<file path="src/rtl/vga_pkg.sv">
// Shared VGA raster constants (640x480 @ 60 Hz defaults), coordinate type and a
// window-decode helper used by the timing generator.
package vga_pkg;

    typedef logic [9:0] coord_t;

    localparam int   DEF_H_VISIBLE  = 640;
    localparam int   DEF_H_FRONT    = 16;
    localparam int   DEF_H_SYNC     = 96;
    localparam int   DEF_H_BACK     = 48;
    localparam int   DEF_V_VISIBLE  = 480;
    localparam int   DEF_V_FRONT    = 10;
    localparam int   DEF_V_SYNC     = 2;
    localparam int   DEF_V_BACK     = 33;
    localparam logic DEF_SYNC_POL   = 1'b0;
    localparam int   DEF_PIPE_DELAY = 2;

    localparam int H_TOTAL  = DEF_H_VISIBLE + DEF_H_FRONT + DEF_H_SYNC + DEF_H_BACK;
    localparam int V_TOTAL  = DEF_V_VISIBLE + DEF_V_FRONT + DEF_V_SYNC + DEF_V_BACK;
    localparam int HS_START = DEF_H_VISIBLE + DEF_H_FRONT;
    localparam int HS_END   = HS_START + DEF_H_SYNC;
    localparam int VS_START = DEF_V_VISIBLE + DEF_V_FRONT;
    localparam int VS_END   = VS_START + DEF_V_SYNC;

    // Half-open window test lo <= v < hi at coordinate width.
    function automatic logic in_window(input coord_t v, input coord_t lo, input coord_t hi);
        return (v >= lo) && (v < hi);
    endfunction

endpackage

</file>
<file path="src/rtl/vga_timing_gen_delay.sv">
// Fixed-depth shift register with a per-bit reset value; DEPTH=0 is a plain wire.
module vga_delay_line #(
    parameter int WIDTH = 3,
    parameter int DEPTH = 2
) (
    input  logic             vga_clk,
    input  logic             reset_n,
    input  logic [WIDTH-1:0] rst_val,
    input  logic [WIDTH-1:0] din,
    output logic [WIDTH-1:0] dout
);

    if (DEPTH == 0) begin : g_bypass
        assign dout = din;
    end else begin : g_pipe
        logic [WIDTH-1:0] stage_r [DEPTH];

        // Shift chain; stage 0 captures the input each cycle.
        always_ff @(posedge vga_clk or negedge reset_n) begin
            if (!reset_n) begin
                for (int i = 0; i < DEPTH; i++) begin
                    stage_r[i] <= rst_val;
                end
            end else begin
                stage_r[0] <= din;
                for (int i = 1; i < DEPTH; i++) begin
                    stage_r[i] <= stage_r[i-1];
                end
            end
        end

        assign dout = stage_r[DEPTH-1];
    end

endmodule

</file>
<file path="src/rtl/vga_timing_gen.sv">
// Raster timing generator: pixel/line counters with a registered decode of position,
// sync and display-enable, delayed sync copies, and line/frame strobes.
module vga_timing_gen
    import vga_pkg::*;
#(
    parameter int   H_VISIBLE  = DEF_H_VISIBLE,
    parameter int   H_FRONT    = DEF_H_FRONT,
    parameter int   H_SYNC     = DEF_H_SYNC,
    parameter int   H_BACK     = DEF_H_BACK,
    parameter int   V_VISIBLE  = DEF_V_VISIBLE,
    parameter int   V_FRONT    = DEF_V_FRONT,
    parameter int   V_SYNC     = DEF_V_SYNC,
    parameter int   V_BACK     = DEF_V_BACK,
    parameter logic SYNC_POL   = DEF_SYNC_POL,
    parameter int   PIPE_DELAY = DEF_PIPE_DELAY
) (
    input  logic       vga_clk,
    input  logic       reset_n,
    output logic [9:0] DrawX,
    output logic [9:0] DrawY,
    output logic       blank,
    output logic       hs,
    output logic       vs,
    output logic       hs_d,
    output logic       vs_d,
    output logic       blank_d,
    output logic       line_start,
    output logic       frame_start,
    output logic [7:0] frame_count
);

    localparam int H_TOT = H_VISIBLE + H_FRONT + H_SYNC + H_BACK;
    localparam int V_TOT = V_VISIBLE + V_FRONT + V_SYNC + V_BACK;

    localparam coord_t H_LAST   = coord_t'(H_TOT - 1);
    localparam coord_t V_LAST   = coord_t'(V_TOT - 1);
    localparam coord_t H_VIS    = coord_t'(H_VISIBLE);
    localparam coord_t V_VIS    = coord_t'(V_VISIBLE);
    localparam coord_t HS_LO    = coord_t'(H_VISIBLE + H_FRONT);
    localparam coord_t HS_HI    = coord_t'(H_VISIBLE + H_FRONT + H_SYNC);
    localparam coord_t VS_LO    = coord_t'(V_VISIBLE + V_FRONT);
    localparam coord_t VS_HI    = coord_t'(V_VISIBLE + V_FRONT + V_SYNC);

    if (H_TOT > 32'd1024 || V_TOT > 32'd1024) begin : g_bad_timing
        $error("vga_timing_gen: H_TOTAL/V_TOTAL exceed the 10-bit counter range");
    end

    coord_t     hc_r;
    coord_t     vc_r;
    logic       blank_s;
    logic       hs_s;
    logic       vs_s;
    logic       line_start_s;
    logic       frame_start_s;
    logic       first_frame_r;
    logic [2:0] delayed_s;

    // Raster counters: vertical advances only on the horizontal wrap.
    always_ff @(posedge vga_clk or negedge reset_n) begin
        if (!reset_n) begin
            hc_r <= 10'd0;
            vc_r <= 10'd0;
        end else if (hc_r == H_LAST) begin
            hc_r <= 10'd0;
            if (vc_r == V_LAST) begin
                vc_r <= 10'd0;
            end else begin
                vc_r <= vc_r + 10'd1;
            end
        end else begin
            hc_r <= hc_r + 10'd1;
        end
    end

    // Decode of the current counter position.
    always_comb begin
        blank_s       = (hc_r < H_VIS) && (vc_r < V_VIS);
        hs_s          = in_window(hc_r, HS_LO, HS_HI) ? SYNC_POL : ~SYNC_POL;
        vs_s          = in_window(vc_r, VS_LO, VS_HI) ? SYNC_POL : ~SYNC_POL;
        line_start_s  = (hc_r == 10'd0);
        frame_start_s = line_start_s && (vc_r == 10'd0);
    end

    // Output registers; the first frame after reset is not counted as completed.
    always_ff @(posedge vga_clk or negedge reset_n) begin
        if (!reset_n) begin
            DrawX         <= 10'd0;
            DrawY         <= 10'd0;
            blank         <= 1'b0;
            hs            <= ~SYNC_POL;
            vs            <= ~SYNC_POL;
            line_start    <= 1'b0;
            frame_start   <= 1'b0;
            frame_count   <= 8'd0;
            first_frame_r <= 1'b1;
        end else begin
            DrawX       <= hc_r;
            DrawY       <= vc_r;
            blank       <= blank_s;
            hs          <= hs_s;
            vs          <= vs_s;
            line_start  <= line_start_s;
            frame_start <= frame_start_s;
            if (frame_start_s) begin
                first_frame_r <= 1'b0;
                if (!first_frame_r) begin
                    frame_count <= frame_count + 8'd1;
                end else begin
                    frame_count <= frame_count;
                end
            end else begin
                frame_count   <= frame_count;
                first_frame_r <= first_frame_r;
            end
        end
    end

    vga_delay_line #(
        .WIDTH (3),
        .DEPTH (PIPE_DELAY)
    ) u_delay (
        .vga_clk (vga_clk),
        .reset_n (reset_n),
        .rst_val ({~SYNC_POL, ~SYNC_POL, 1'b0}),
        .din     ({hs, vs, blank}),
        .dout    (delayed_s)
    );

    assign {hs_d, vs_d, blank_d} = delayed_s;

endmodule
</file>
<file path="config.mk">
export PLATFORM = sky130hd
export DESIGN_NAME = vga_timing_gen
export DESIGN_NICKNAME = d
export VERILOG_FILES = /design/src/rtl/vga_pkg.sv /design/src/rtl/vga_timing_gen_delay.sv /design/src/rtl/vga_timing_gen.sv
export SDC_FILE = /design/constraint.sdc
export NUM_CORES = 1
export LEC_CHECK = 0
export CORE_MARGIN = 1
export CORE_UTILIZATION = 40
export CTS_CLUSTER_DIAMETER = 150
export DETAILED_ROUTE_END_ITERATION = 10
export DONT_BUFFER_PORTS = 1
export HOLD_SLACK_MARGIN = 0.03
export PLACE_DENSITY_LB_ADDON = 0.25
export SLEW_MARGIN = 0
export SYNTH_ARGS = -nofsm -noshare
export SYNTH_HDL_FRONTEND = slang
export SYNTH_SLANG_ARGS = --single-unit
</file>
<file path="constraint.sdc">
create_clock -name vga_clk -period 3.2 [get_ports vga_clk]
set_input_delay 0.48 -clock vga_clk [delete_from_list [all_inputs] [get_ports vga_clk]]
set_output_delay 0.48 -clock vga_clk [all_outputs]
set_load 0.05 [all_outputs]
</file>
* Word-level counts from Yosys, hierarchy flattened
Cells that the tools add are included.
** Word-level totals
- Register bits :: 60
- Bits of input ports :: 2
- Output and inout port bits :: 36
- Word-level logic and storage cells :: 36
** Cells by class
- Add/subtract/negate cells :: 3
- Order comparisons :: 6
- Equal/unequal tests :: 2
- Multiplexer cells :: 4
- Bitwise operators :: 1
- Reduce and logical (&&, ||, !) cells :: 7
** Operators by type and width (count)
- $add A10 B1 Y10 const B :: 2
- $eq A10 B10 Y1 const B :: 2
- $logic_not A10 Y1 :: 2
- $lt A10 B10 Y1 const B :: 2
- $lt A10 B9 Y1 const B :: 2
- $mux W10 :: 2
- $ge A10 B10 Y1 const B :: 1
- $ge A10 B9 Y1 const B :: 1
- $add A8 B1 Y8 const B :: 1
- $logic_and A1 B1 Y1 :: 4
- $mux W1 :: 2
- $reduce_and A2 Y1 :: 1
- $not A1 Y1 :: 1

* Logic depth before layout (Yosys ltp)
Gate-level depths: netlist of run 1.
- Word-level depth :: 3
- Mapped depth :: 7
- Mapped depth without buffers :: 7

* Worst setup path before layout of run 1
No wires, ideal clock.
- Kind :: register to register
- Start :: register hc_r[0]
- End :: register vc_r[4]
- Setup time :: 66 ps
- Arrival :: 1881 ps
- Required time :: 3134 ps
- Slack :: 1253 ps
- Cell stages (with the launch flop) :: 7
- Path buffers :: 1
- Period minus slack after synthesis :: 1947 ps
- Cell sequence :: dfrtp_1 ha_1 nand3_4 or4_1 buf_2 or4_1 nand2_1
** On the way
- Word-level cells in the longest chain between the ends :: 1
** Ends and longest elaborated chain
- from (decl) :: line vga_timing_gen.sv:48 : coord_t hc_r;
- from (signal assigned) :: line vga_timing_gen.sv:71 : hc_r <= hc_r + 10'd1;
- $eq A10 B10 Y1 :: line vga_timing_gen.sv:63 : end else if (hc_r == H_LAST) begin
- to (signal assigned) :: line vga_timing_gen.sv:68 : vc_r <= vc_r + 10'd1;
- to (decl) :: line vga_timing_gen.sv:49 : coord_t vc_r;
No other way between the ends.
A chain may end at the register's enable or synchronous reset.

* Final worst setup path of run 1
Same ends and word-level chain as after synthesis.

==> flow_metrics.env, run 1 <==
export IMPL_run_status="finished, final reports clean"
export IMPL_arrival_ns=2.38
export IMPL_ir_worst_vdd_mv=0.1894
export IMPL_finalSetupViolations=0
export IMPL_dieHeight_um=76.81
export IMPL_grt_ovfl_total=0
export IMPL_cellLeakagePower_nw=1.145
export IMPL_dp_slack_ns=1.126
export IMPL_drv_cap=0
export IMPL_total_power_mw=1.364
export IMPL_startpoint="hc_r[0]"
export IMPL_num_antenna_cells=0
export IMPL_cts_reportedPaths_clkPinSlew_ns=0.07
export IMPL_syn_area_per_cell_sq_um=13.24
export IMPL_drt_iter0_drc=73
export IMPL_cp_depth=5
export IMPL_max_stage_delay_ns=0.62
export IMPL_dieArea_sq_um=5899
export IMPL_crit_path_end_kind="flop"
export IMPL_netlist_area_leader_share_pct=59.25
export IMPL_postCtsSetupBuffers=0
export IMPL_io_pins=38
export IMPL_fmax_ghz=0.4758
export IMPL_powerDensity_nw_per_um2=539.8
export IMPL_cts_tree="built"
export IMPL_clockRootBuffer="clkbuf_8"
export IMPL_start_util_pct=42.74
export IMPL_crit_chain="ha_1 > nand3_4 > or4_1 > or4_1 > nand2_1"
export IMPL_dr_pass1_iters=4
export IMPL_core_area_sq_um=5238
export IMPL_grt_pass1_vias=1306
export IMPL_clock_sinks=60
export IMPL_synth_cells=169
export IMPL_tns_ns=0
export IMPL_ys_warn_count=0
export IMPL_n_fill_cell=478
export IMPL_grt_pass1_wl_um=6513
export IMPL_ff2ff_path_depth=5
export IMPL_fin_crit_ns=2.102
export IMPL_async_flop_share_pct=100.0
export IMPL_synth_most_common_cell="dfrtp_1"
export IMPL_crit_fanout=8
export IMPL_fin_cells=255
export IMPL_crit_type="reg -> reg"
export IMPL_ys_flop_type="dfrtp_1"
export IMPL_slowest_stage="or4_1"
export IMPL_cp_data_required_time_ns=3.48
export IMPL_holdPathEnd="u_delay.dout[0]"
export IMPL_gp_congestion=0.8156
export IMPL_syn_num_nets=176
export IMPL_drt_total_wl_um=3880
export IMPL_drive_gt1_share_pct=16.22
export IMPL_wl_per_cell_um=15.22
export IMPL_syn_cell_area_sq_um=2238
export IMPL_fin_nets=187
export IMPL_holdCritStartpoint="u_delay.g_pipe.stage_r[3]"
export IMPL_dp_cells=237
export IMPL_h_tree_depth=3
export IMPL_finalCritPeriodShare_pct=65.68
export IMPL_stdcell_area_sq_um=2527
export IMPL_drtAntennaViolNets=0
export IMPL_critPathBufInv=0
export IMPL_worst_pin_slew_ns=0.6090
export IMPL_r2r_setup_slack_ns=1.10
export IMPL_drv_slew=0
export IMPL_hold_depth=0
export IMPL_die_w_um=76.81
export IMPL_route_detailed_drc=0
export IMPL_maxSlewHeadroom_pct=59.40
export IMPL_dp_hpwl_um=2484
export IMPL_rr_endpoint="vc_r[4]"
export IMPL_rsz0062_at_grt="false"
export IMPL_cp_start_kind="flop"
export IMPL_worstReg2RegStart="hc_r[0]"
export IMPL_cts_buffers_inserted=9
export IMPL_finClkSkew_ns=0.009890
export IMPL_cts_max_path_buffers=2
export IMPL_port_buffers=0
export IMPL_hp_class="reg -> reg"
export IMPL_grt_max_degree=61
export IMPL_num_vias=1364
export IMPL_synth_seq_cells=60
export IMPL_grt_use_total_pct=14.91
export IMPL_antenna_found_initial=0
export IMPL_ys_seq_area_share_pct=67.47
export IMPL_setup_slack_ns=1.098
export IMPL_clock_latency_ns=0.33
export IMPL_critPathTopFamily="simple AND/OR/NAND/NOR gates"
export IMPL_synth_top_cell_by_area="dfrtp_1"
export IMPL_synthToLayoutAreaGrowth_pct=12.91
export IMPL_finalHoldViolations=0
export IMPL_yosysUniqueCellTypes=34
export IMPL_ys_top_cells_by_count="dfrtp_1 (53), nand2_1 (12), xnor2_1 (12)"
export IMPL_synth_edf_count=0
export IMPL_place_area_sq_um=2317
export IMPL_ys_top_cells_by_area="dfrtp_1 (59%), dfstp_2 (8.2%), xnor2_1 (4.7%)"
export IMPL_crit_top_cell="or4_1"
export IMPL_vias_per_cell=5.349
export IMPL_rows=26
-- per-stage QoR --
| step | utilization (%) | hold slack, ns |
|---|---|---|
| 2_1_floorplan | - | 0.1844 |
| 3_3_place_gp | 44.24 | 0.1861 |
| 3_5_place_dp | 44.24 | 0.1856 |
| 4_1_cts | 48.26 | 0.3519 |
| 5_1_grt | 48.26 | 0.3558 |
| 6_report | 48.26 | 0.3497 |
-- cells in the final DEF, fill, tap and decap left out, drive strengths merged, types with 6 or more instances in the layout --
cell type,n
nand2,12
nand4,8
inv,6
xnor2,12
nand3,7
clkbuf,14
dfstp,7
nor2,11
dfrtp,53
o21ai,6
xor2,6
and3,6
-- worst max-delay path by stage --
| stage | slack, ns | to |
|---|---|---|
| floorplan | 1.25 | vc_r[4] |
| global placement | 1.20 | vc_r[4] |
| detailed placement | 1.13 | vc_r[4] |
| CTS | 1.10 | vc_r[4] |
| global route | 0.95 | vc_r[8] |
| finish | 1.10 | vc_r[4] |
-- where the power goes --
group	internal, mW	total [mW]	switching, mW
Clock	0.321	0.586	0.265
Combinational	0.00433	0.0186	0.0143
Sequential	0.759	0.759	0
-- sequential cells by signal, indices dropped and copies added (netlist names) --
name                    count
u_delay.dout                3
hs                          1
vc_r                       10
DrawX                      10
first_frame_r               1
u_delay.g_pipe.stage_r      3
hc_r                       10
DrawY                      10
frame_count                 8
frame_start                 1
line_start                  1
vs                          1
blank                       1
-- logic make-up (layout without fill, tap and decap cells) --
family                     Yosys count  in the layout  share of synthesized area [%]
and+or+nand+nor                     62             62                          16.21
muxes                                2              2                          1.006
AOI/OAI and AO/OA                   13             13                          3.745
xor gates and xnor gates            18             18                          7.043
DFF                                 60             60                          67.47
buffers and inverters                9             25                          1.732
adders and majority gates            5              5                          2.795
-- layout make-up --
cell class                 instances  area (sq um)  share of cell area, %
clock inverter                     2         10.01                 0.3960
inverter                           6         22.52                 0.8911
timing repair buffer               3         45.04                  1.782
sequential                        60          1510                  59.75
tap                               70         87.58                  3.465
clock buffer                      14         162.7                  6.436
multi-input combinational        100         689.4                  27.28
-- timing repair --
item / CTS / global route
resized for setup: 0 / 0
endpoints found under the setup margin: 0 / 0
hold endpoints to repair: 60 / 0
hold buffers: 2 / 0
-- routing by layer --
metal | global-route usage [%] | vias up | wire length, um
met5 | 0 | - | 0
li1 | - | 614 | -
met3 | 6.905 | 12 | 284
met2 | 19.91 | 52 | 1718
met1 | 19.23 | 686 | 1750
met4 | 9.615 | 0 | 127
Power figures use the tool's default switching activity.
==> inputs of run 2 (changes only) <==
==> constraint.sdc (replaced) <==
create_clock -name vga_clk -period 1.8 [get_ports vga_clk]
set_input_delay 0.27 -clock vga_clk [delete_from_list [all_inputs] [get_ports vga_clk]]
set_output_delay 0.27 -clock vga_clk [all_outputs]
set_load 0.05 [all_outputs]
==> run 2 against run 1 <==
  * The flow now finishes with violations (negative setup slack)
  * Clock power is 88% higher
  * Maximum frequency is 15% higher
  * Total power is 82% higher
  * Clock skew is 0.0027 ns lower
  * Sequential power is 78% higher
  * Via count is 8.4% higher
  * Sequential cell count stayed put
  * Critical path type unchanged
  * Largest power group unchanged
==> flow_metrics.env, run 2 (synthesis results as in run 1) <==
export IMPL_num_vias=1479
export IMPL_startpoint="hc_r[1]"
export IMPL_crit_path_end_kind="flop"
export IMPL_hp_class="reg -> reg"
export IMPL_gp_congestion=0.7940
export IMPL_ff2ff_path_depth=6
export IMPL_setup_slack_ns=-0.02091
export IMPL_rows=26
export IMPL_vias_per_cell=5.031
export IMPL_die_w_um=76.81
export IMPL_arrival_ns=2.10
export IMPL_grt_max_degree=61
export IMPL_final_cell_mix="dfrtp_1 (51), buf_4 (37), nand2_1 (12), xnor2_1 (12), clkbuf_8 (12)"
export IMPL_crit_fanout=3
export IMPL_dieHeight_um=76.81
export IMPL_final_common_cell="dfrtp_1"
export IMPL_synthToLayoutAreaGrowth_pct=31.08
export IMPL_cp_start_kind="flop"
export IMPL_cts_buffers_inserted=9
export IMPL_clock_sinks=60
export IMPL_start_util_pct=42.74
export IMPL_clockRootBuffer="clkbuf_8"
export IMPL_finalHoldViolations=0
export IMPL_fmax_ghz=0.5492
export IMPL_io_pins=38
export IMPL_drtAntennaViolNets=0
export IMPL_fin_cells=294
export IMPL_cts_reportedPaths_clkPinSlew_ns=0.06
export IMPL_grt_use_total_pct=17.19
export IMPL_num_antenna_cells=0
export IMPL_ir_worst_vdd_mv=0.4756
export IMPL_rsz0062_at_grt="true"
export IMPL_port_buffers=0
export IMPL_dp_cells=271
export IMPL_drv_cap=0
export IMPL_route_detailed_drc=0
export IMPL_worst_pin_slew_ns=0.4920
export IMPL_run_status="complete, but fails checks"
export IMPL_drive_gt1_share_pct=36.61
export IMPL_drv_slew=0
export IMPL_r2r_setup_slack_ns=-0.02
export IMPL_worstReg2RegStart="hc_r[1]"
export IMPL_cts_tree="built"
export IMPL_h_tree_depth=3
export IMPL_maxSlewHeadroom_pct=67.20
export IMPL_crit_end="vc_r[4]"
export IMPL_rr_endpoint="vc_r[4]"
export IMPL_wl_per_cell_um=15.22
export IMPL_holdCritStartpoint="u_delay.g_pipe.stage_r[3]"
export IMPL_switching_share_pct=20.74
export IMPL_place_area_sq_um=2591
export IMPL_p_seq_share_pct=54.3
export IMPL_dieArea_sq_um=5899
export IMPL_core_area_sq_um=5238
export IMPL_grt_ovfl_total=0
export IMPL_finalCritPeriodShare_pct=101.2
export IMPL_stdcell_area_sq_um=2934
export IMPL_crit_type="reg -> reg"
export IMPL_final_util_pct=56.02
export IMPL_antenna_found_initial=0
export IMPL_dp_hpwl_um=2855
export IMPL_drt_total_wl_um=4474
export IMPL_cts_max_path_buffers=2
export IMPL_clock_latency_ns=0.34
export IMPL_finalSetupViolations=1
export IMPL_finClkSkew_ns=0.007210
export IMPL_grt_pass1_vias=1550
export IMPL_powerDensity_nw_per_um2=846.8
export IMPL_violations="negative setup slack"
export IMPL_drt_iter0_drc=66
export IMPL_cp_data_required_time_ns=2.08
export IMPL_cellLeakagePower_nw=1.354
export IMPL_fin_crit_ns=1.821
export IMPL_comb_power_share_pct=1.3
export IMPL_internal_power_mw=1.969
export IMPL_fin_nets=226
export IMPL_clkPwrFrac_pct=44.3
export IMPL_netSwitchingPower_mw=0.5153
export IMPL_dr_pass1_iters=4
export IMPL_grt_pass1_wl_um=7672
-- run 2: through the flow --
| step | hold WS, ns | setup WS (ns) | total power [mW] | setup TNS, ns |
|---|---|---|---|---|
| 2_1_floorplan | -0.02559 | -0.09649 | 1.374 | -0.1391 |
| 3_3_place_gp | -0.02396 | -0.07448 | 1.374 | -0.1863 |
| 3_5_place_dp | -0.02405 | -0.1423 | 1.374 | -0.6192 |
| 4_1_cts | 0.3571 | 0.007268 | 2.520 | 0 |
| 5_1_grt | 0.3578 | -0.1089 | 2.592 | -0.6286 |
| 6_report | 0.3481 | -0.02091 | 2.485 | -0.02091 |
-- run 2: what timing repair did --
item	4_1_cts	5_1_grt
gates cloned	0	0
hold buffers	2	0
pin swaps	5	8
setup endpoints to repair	12	14
gates resized for setup	7	12
hold endpoints to repair	60	0
setup buffers	2	3
-- run 2: how the worst min path moves through the flow --
| stage | end | slack (ns) | cells after the start |
|---|---|---|---|
| 2_1_floorplan | DrawX[0] | -0.03 | 0 |
| 3_3_place_gp | frame_count[4] | -0.02 | 0 |
| 3_5_place_dp | frame_count[3] | -0.02 | 0 |
| 4_1_cts | u_delay.dout[2] | 0.36 | 0 |
| 5_1_grt | u_delay.dout[0] | 0.36 | 0 |
| 6_report | u_delay.dout[0] | 0.35 | 0 |
-- run 2: worst max-delay path, stage by stage, from the launching register on --
cell     delay (ns)
dfrtp_2        0.38
buf_4          0.12
ha_4           0.14
nand3_4        0.07
or4_4          0.45
or4_1          0.51
nand2_1        0.08
-- run 2: layout make-up --
cell class,instances,area (sq um)
repair buffers,42,349.1
flip-flops and latches,60,1513
fillers,439,2303
clock buffers,15,176.4
clock inverters,1,5.005
inverters,6,22.52
multi-input cells,100,780.7
well taps,70,87.58
-- run 2: metal layers --
metal  vias to the layer above  track usage (%)  wire length [um]
li1                        685                -                 -
met1                       748            20.58              1952
met2                        37            26.25              2162
met3                         9            8.214               270
met4                         0            7.500                89
met5                         -                0                 0
-- run 2: power groups by stage --
stage	logic, mW	registers [mW]	clock network [mW]
4_1_cts	0.0357	1.35	1.13
3_3_place_gp	0.000000442	1.37	0
2_1_floorplan	0.000000272	1.37	0
3_5_place_dp	0.000000442	1.37	0
5_1_grt	0.0395	1.35	1.20
6_report	0.0332	1.35	1.10
==> inputs of run 3 (changes only) <==
==> constraint.sdc (replaced) <==
create_clock -name vga_clk -period 1.6 [get_ports vga_clk]
set_input_delay 0.24 -clock vga_clk [delete_from_list [all_inputs] [get_ports vga_clk]]
set_output_delay 0.24 -clock vga_clk [all_outputs]
set_load 0.05 [all_outputs]
==> run 3 against run 2 <==
  * The run ends with negative hold slack, negative setup slack left
  * Highest routed layer unchanged
  * Routed wire length hardly changed
  * Clock-buffer cell count decreased by 1
  * Via count grew 0.14%
  * Critical path depth shrank 1
  * Global-route usage decreased by 0.32 points
  * First-iteration DRC count up 7.6%
  * Clock power grew 5%
  * Setup slack got worse by 0.19 ns
  * Register-to-register slack got worse by 0.19 ns
  * Final cell count rose by 1.0%
  * Largest power group unchanged
  * Core utilization is 0.24 points higher
==> flow_metrics.env, run 3 (synthesis results as in run 1) <==
export IMPL_run_status="complete, but fails checks"
export IMPL_violations="negative hold slack, negative setup slack"
export IMPL_finalHoldViolations=60
export IMPL_arrival_ns=2.08
export IMPL_rows=26
export IMPL_dp_hpwl_um=2925
export IMPL_drv_slew=0
export IMPL_dieArea_sq_um=5899
export IMPL_slowest_stage="or4_4"
export IMPL_hp_class="in -> async"
export IMPL_grt_pass1_vias=1561
export IMPL_num_antenna_cells=0
export IMPL_grt_ovfl_total=0
export IMPL_crit_top_cell="or4_4"
export IMPL_powerDensity_nw_per_um2=910.2
export IMPL_crit_chain="ha_4 > nand3_4 > or4_4 > or4_4 > nand2_2"
export IMPL_route_detailed_drc=0
export IMPL_clockRootBuffer="clkbuf_8"
export IMPL_crit_fanout=4
export IMPL_drive_gt1_share_pct=38.77
export IMPL_maxSlewHeadroom_pct=66.21
export IMPL_finClkSkew_ns=0.005994
export IMPL_dieHeight_um=76.81
export IMPL_switching_share_pct=19.40
export IMPL_max_stage_delay_ns=0.53
export IMPL_gp_congestion=0.7867
export IMPL_internal_power_mw=2.162
export IMPL_clock_latency_ns=0.33
export IMPL_crit_path_end_kind="flop"
export IMPL_stdcell_area_sq_um=2947
export IMPL_cp_start_kind="flop"
export IMPL_finalSetupViolations=19
export IMPL_synthToLayoutAreaGrowth_pct=31.64
export IMPL_clkPwrFrac_pct=43.4
export IMPL_fmax_ghz=0.5514
export IMPL_wl_per_cell_um=15.07
export IMPL_clock_sinks=60
export IMPL_cp_data_required_time_ns=1.87
export IMPL_finalCritPeriodShare_pct=113.3
export IMPL_fin_crit_ns=1.813
export IMPL_critPathTopFamily="simple AND/OR/NAND/NOR gates"
export IMPL_h_tree_depth=3
export IMPL_die_w_um=76.81
export IMPL_setup_slack_ns=-0.2135
export IMPL_grt_pass1_wl_um=7493
export IMPL_fin_nets=229
export IMPL_final_cell_mix="dfrtp_1 (52), buf_4 (41), xnor2_1 (12)"
export IMPL_start_util_pct=42.74
export IMPL_drv_cap=0
export IMPL_cts_reportedPaths_clkPinSlew_ns=0.06
export IMPL_dr_pass1_iters=4
export IMPL_vias_per_cell=4.987
export IMPL_place_area_sq_um=2614
export IMPL_drt_iter0_drc=71
export IMPL_antenna_found_initial=0
export IMPL_port_buffers=0
export IMPL_critPathBufInv=0
export IMPL_io_pins=38
export IMPL_ir_worst_vdd_mv=0.4149
export IMPL_worst_pin_slew_ns=0.5068
export IMPL_num_vias=1481
export IMPL_crit_type="reg -> reg"
export IMPL_comb_power_share_pct=0
export IMPL_final_util_pct=56.26
export IMPL_cts_max_path_buffers=2
export IMPL_rsz0062_at_grt="true"
export IMPL_grt_max_degree=61
export IMPL_cellLeakagePower_nw=1.365
export IMPL_final_common_cell="dfrtp_1"
export IMPL_grt_use_total_pct=16.87
export IMPL_cts_buffers_inserted=9
export IMPL_cts_tree="built"
export IMPL_p_seq_share_pct=56.6
export IMPL_netSwitchingPower_mw=0.5202
export IMPL_core_area_sq_um=5238
export IMPL_drtAntennaViolNets=0
export IMPL_drt_total_wl_um=4477
export IMPL_hold_ws_ns=-0.3985
run 3: final cells by class:
cell class              count  area [sq um]
fillers                   425          2291
flip-flops and latches     60          1511
multi-input cells         100         799.5
repair buffers             45         352.8
clock buffers              14         162.7
well taps                  70         87.58
inverters                   6         22.52
clock inverters             2         10.01
run 3: final timing paths:
kind                                             end  slack [ns]                       from  depth (start not counted)
setup / recovery                             vc_r[4]       -0.21                    hc_r[0]                          5
hold / removal                        frame_count[0]       -0.40                    reset_n                          0
setup reg to reg                             vc_r[4]       -0.21                    hc_r[0]                          5
hold reg to reg                      u_delay.dout[2]        0.36  u_delay.g_pipe.stage_r[5]                          0
max in group asynchronous  u_delay.g_pipe.stage_r[4]        1.81                    reset_n                          0
min in group vga_clk                 u_delay.dout[2]        0.36  u_delay.g_pipe.stage_r[5]                          0
run 3: timing repair:
action                     CTS  global route
gates resized for setup     17             8
pin swaps                   15             8
buffers inserted             5             3
hold endpoints to repair    60            60
setup endpoints to repair   18            19
run 3: metrics by stage:
| step | setup slack [ns] | instances | TNS (ns) | power [mW] | hold WS, ns |
|---|---|---|---|---|---|
| floorplan | -0.2965 | 169 | -2.246 | 1.546 | -0.05559 |
| global placement | -0.2722 | 274 | -2.976 | 1.546 | -0.05405 |
| detailed placement | -0.3257 | 274 | -3.723 | 1.546 | -0.05390 |
| CTS | -0.1863 | 295 | -1.914 | 2.724 | -0.4105 |
| global route | -0.2711 | 297 | -3.503 | 2.791 | -0.4223 |
| finish | -0.2135 | 297 | -1.753 | 2.682 | -0.3985 |
run 3: worst reg2reg max path, cell delays in order, from the launching register on:
cell     delay, ns
dfrtp_1       0.42
ha_4          0.18
nand3_4       0.07
or4_4         0.47
or4_4         0.53
nand2_2       0.08
run 3: power groups by stage:
stage,Sequential (mW),Combinational (mW),Clock (mW)
after floorplan,1.55,0.000000272,0
after global placement,1.55,0.000000456,0
after CTS,1.52,0.000000491,1.21
after detailed placement,1.55,0.000000456,0
after global routing,1.52,0.000000507,1.27
final,1.52,0.000000507,1.16
run 3: per-layer routing:
| layer | share of wire (%) | GRT usage, % | up-vias |
|---|---|---|---|
| met5 | 0 | 0 | - |
| met4 | 2.3 | 10.77 | 0 |
| met3 | 5.1 | 5.476 | 11 |
| met2 | 49 | 25.71 | 41 |
| met1 | 44 | 20.53 | 738 |
| li1 | - | - | 691 |
==> RTL edit, RTL diff (config.mk and constraints of run 3) <==
`DEF_PIPE_DELAY`: 2 -> 1.
--- a/src/rtl/vga_pkg.sv
+++ b/src/rtl/vga_pkg.sv
@@ -13,7 +13,7 @@
     localparam int   DEF_V_SYNC     = 2;
     localparam int   DEF_V_BACK     = 33;
     localparam logic DEF_SYNC_POL   = 1'b0;
-    localparam int   DEF_PIPE_DELAY = 2;
+    localparam int   DEF_PIPE_DELAY = 1;
 
     localparam int H_TOTAL  = DEF_H_VISIBLE + DEF_H_FRONT + DEF_H_SYNC + DEF_H_BACK;
     localparam int V_TOTAL  = DEF_V_VISIBLE + DEF_V_FRONT + DEF_V_SYNC + DEF_V_BACK;
Formal check against the unedited RTL: not equivalent (Yosys sat finds a counterexample within 4 cycles, from zero or initial values and one cycle with reset_n low).
==> RTL edit against run 3 <==
The flow finishes with violations (negative setup slack). Count of clock-buffer cells in the layout stayed put. Core utilization is 1.4 points higher. Global-route usage is 0.053 points higher. Area after synthesis is 3.5% lower. Sequential cell count is 3 lower. Setup slack better by 0.0058 ns. Design area is 0.64% higher. Wire length is 5.2% lower. Via count is 0.74% higher. Non-clock buffer count is 7 higher. First-iteration DRC count is 18% higher. Critical endpoint unchanged.
Power is not compared: it rests on default switching activity, and its combinational part moved more than twofold at a synthesized area within 25%.
==> RTL edit: results <==
[grt]
first_global_vias = 1451
use_met1_pct = 20.1
grt_max_degree = 58
grt_util_met3_pct = 5.16
grtUsageMet2_pct = 26.4
grtUsageTotal_pct = 16.9
grt_pass1_wl_um = 6750

[synth]
ys_seq_area_share_pct = 66.3
synth_mux_area_share_pct = 1.04
synth_xor_area_share_pct = 7.30
syn_inst = 166
synth-compound-area-share_pct = 3.88
synth_top_family_by_area = simple AND/OR/NAND/NOR gates
yosys.area_share.adder_pct = 2.90

[placement]
gp_congestion = 0.782
dpl.hpwl_um = 2770
place_area_um2 = 2540
pre_cts_slack_ns = -0.376
dp_cells = 272

[route]
met1_length_um = 1950
dr.first_iter.drc_count = 84
wl_met2_um = 2020
num_vias = 1492
met3_length_um = 178

[worst_setup_path]
crit_fanout = 3
slowest_delay_ns = 0.51
r2r-start = hc_r[1]
r2r_cells = 6
crit_slowest_cell = or4_1

[finish]
layout.nets = 233
layout.cells.non_filler = 301
layout-drive-gt1-share_pct = 39.8

[status]
status = complete, but fails checks
violations = negative setup slack

[timing]
setup_viol = 17
postLayoutSetupSlackWorst_ns = -0.208
max_slew_margin_pct = 66.1
finClkSkew_ns = 0.00977

[power_and_ir_drop]
swShare_pct = 20.3
## RTL edit: changes by cell type in the layout (fill, tap and decap cells not counted), moves of 2 or more
cell and change:
dfstp_2 -2, clkbuf_8 +2, buf_4 +5, o21ai_0 -2
o21ai_1 +2, clkbuf_1 -2
## RTL edit: critical path, delay by kind of cell (launching register included)
family | cells | cell delay [ns]
adders and majority gates | 1 | 0.14
buffers and inverters | 1 | 0.13
DFF | 1 | 0.37
and+or+nand+nor | 4 | 1.11
## RTL edit: what timing repair did
item,4_1_cts,5_1_grt
endpoints found under the hold margin,57,0
gates resized for setup,19,8
pin swaps,18,10
hold buffers,2,0
setup endpoints to repair,19,19
setup buffers,4,7
## RTL edit: final cells by class
cell class,instances,area (um2)
fill,430,2170
sequential,57,1430
tap,70,87.6
multi-input combinational,100,801
inverter,6,22.5
timing repair buffer,52,428
clock inverter,2,10.0
clock buffer,14,183
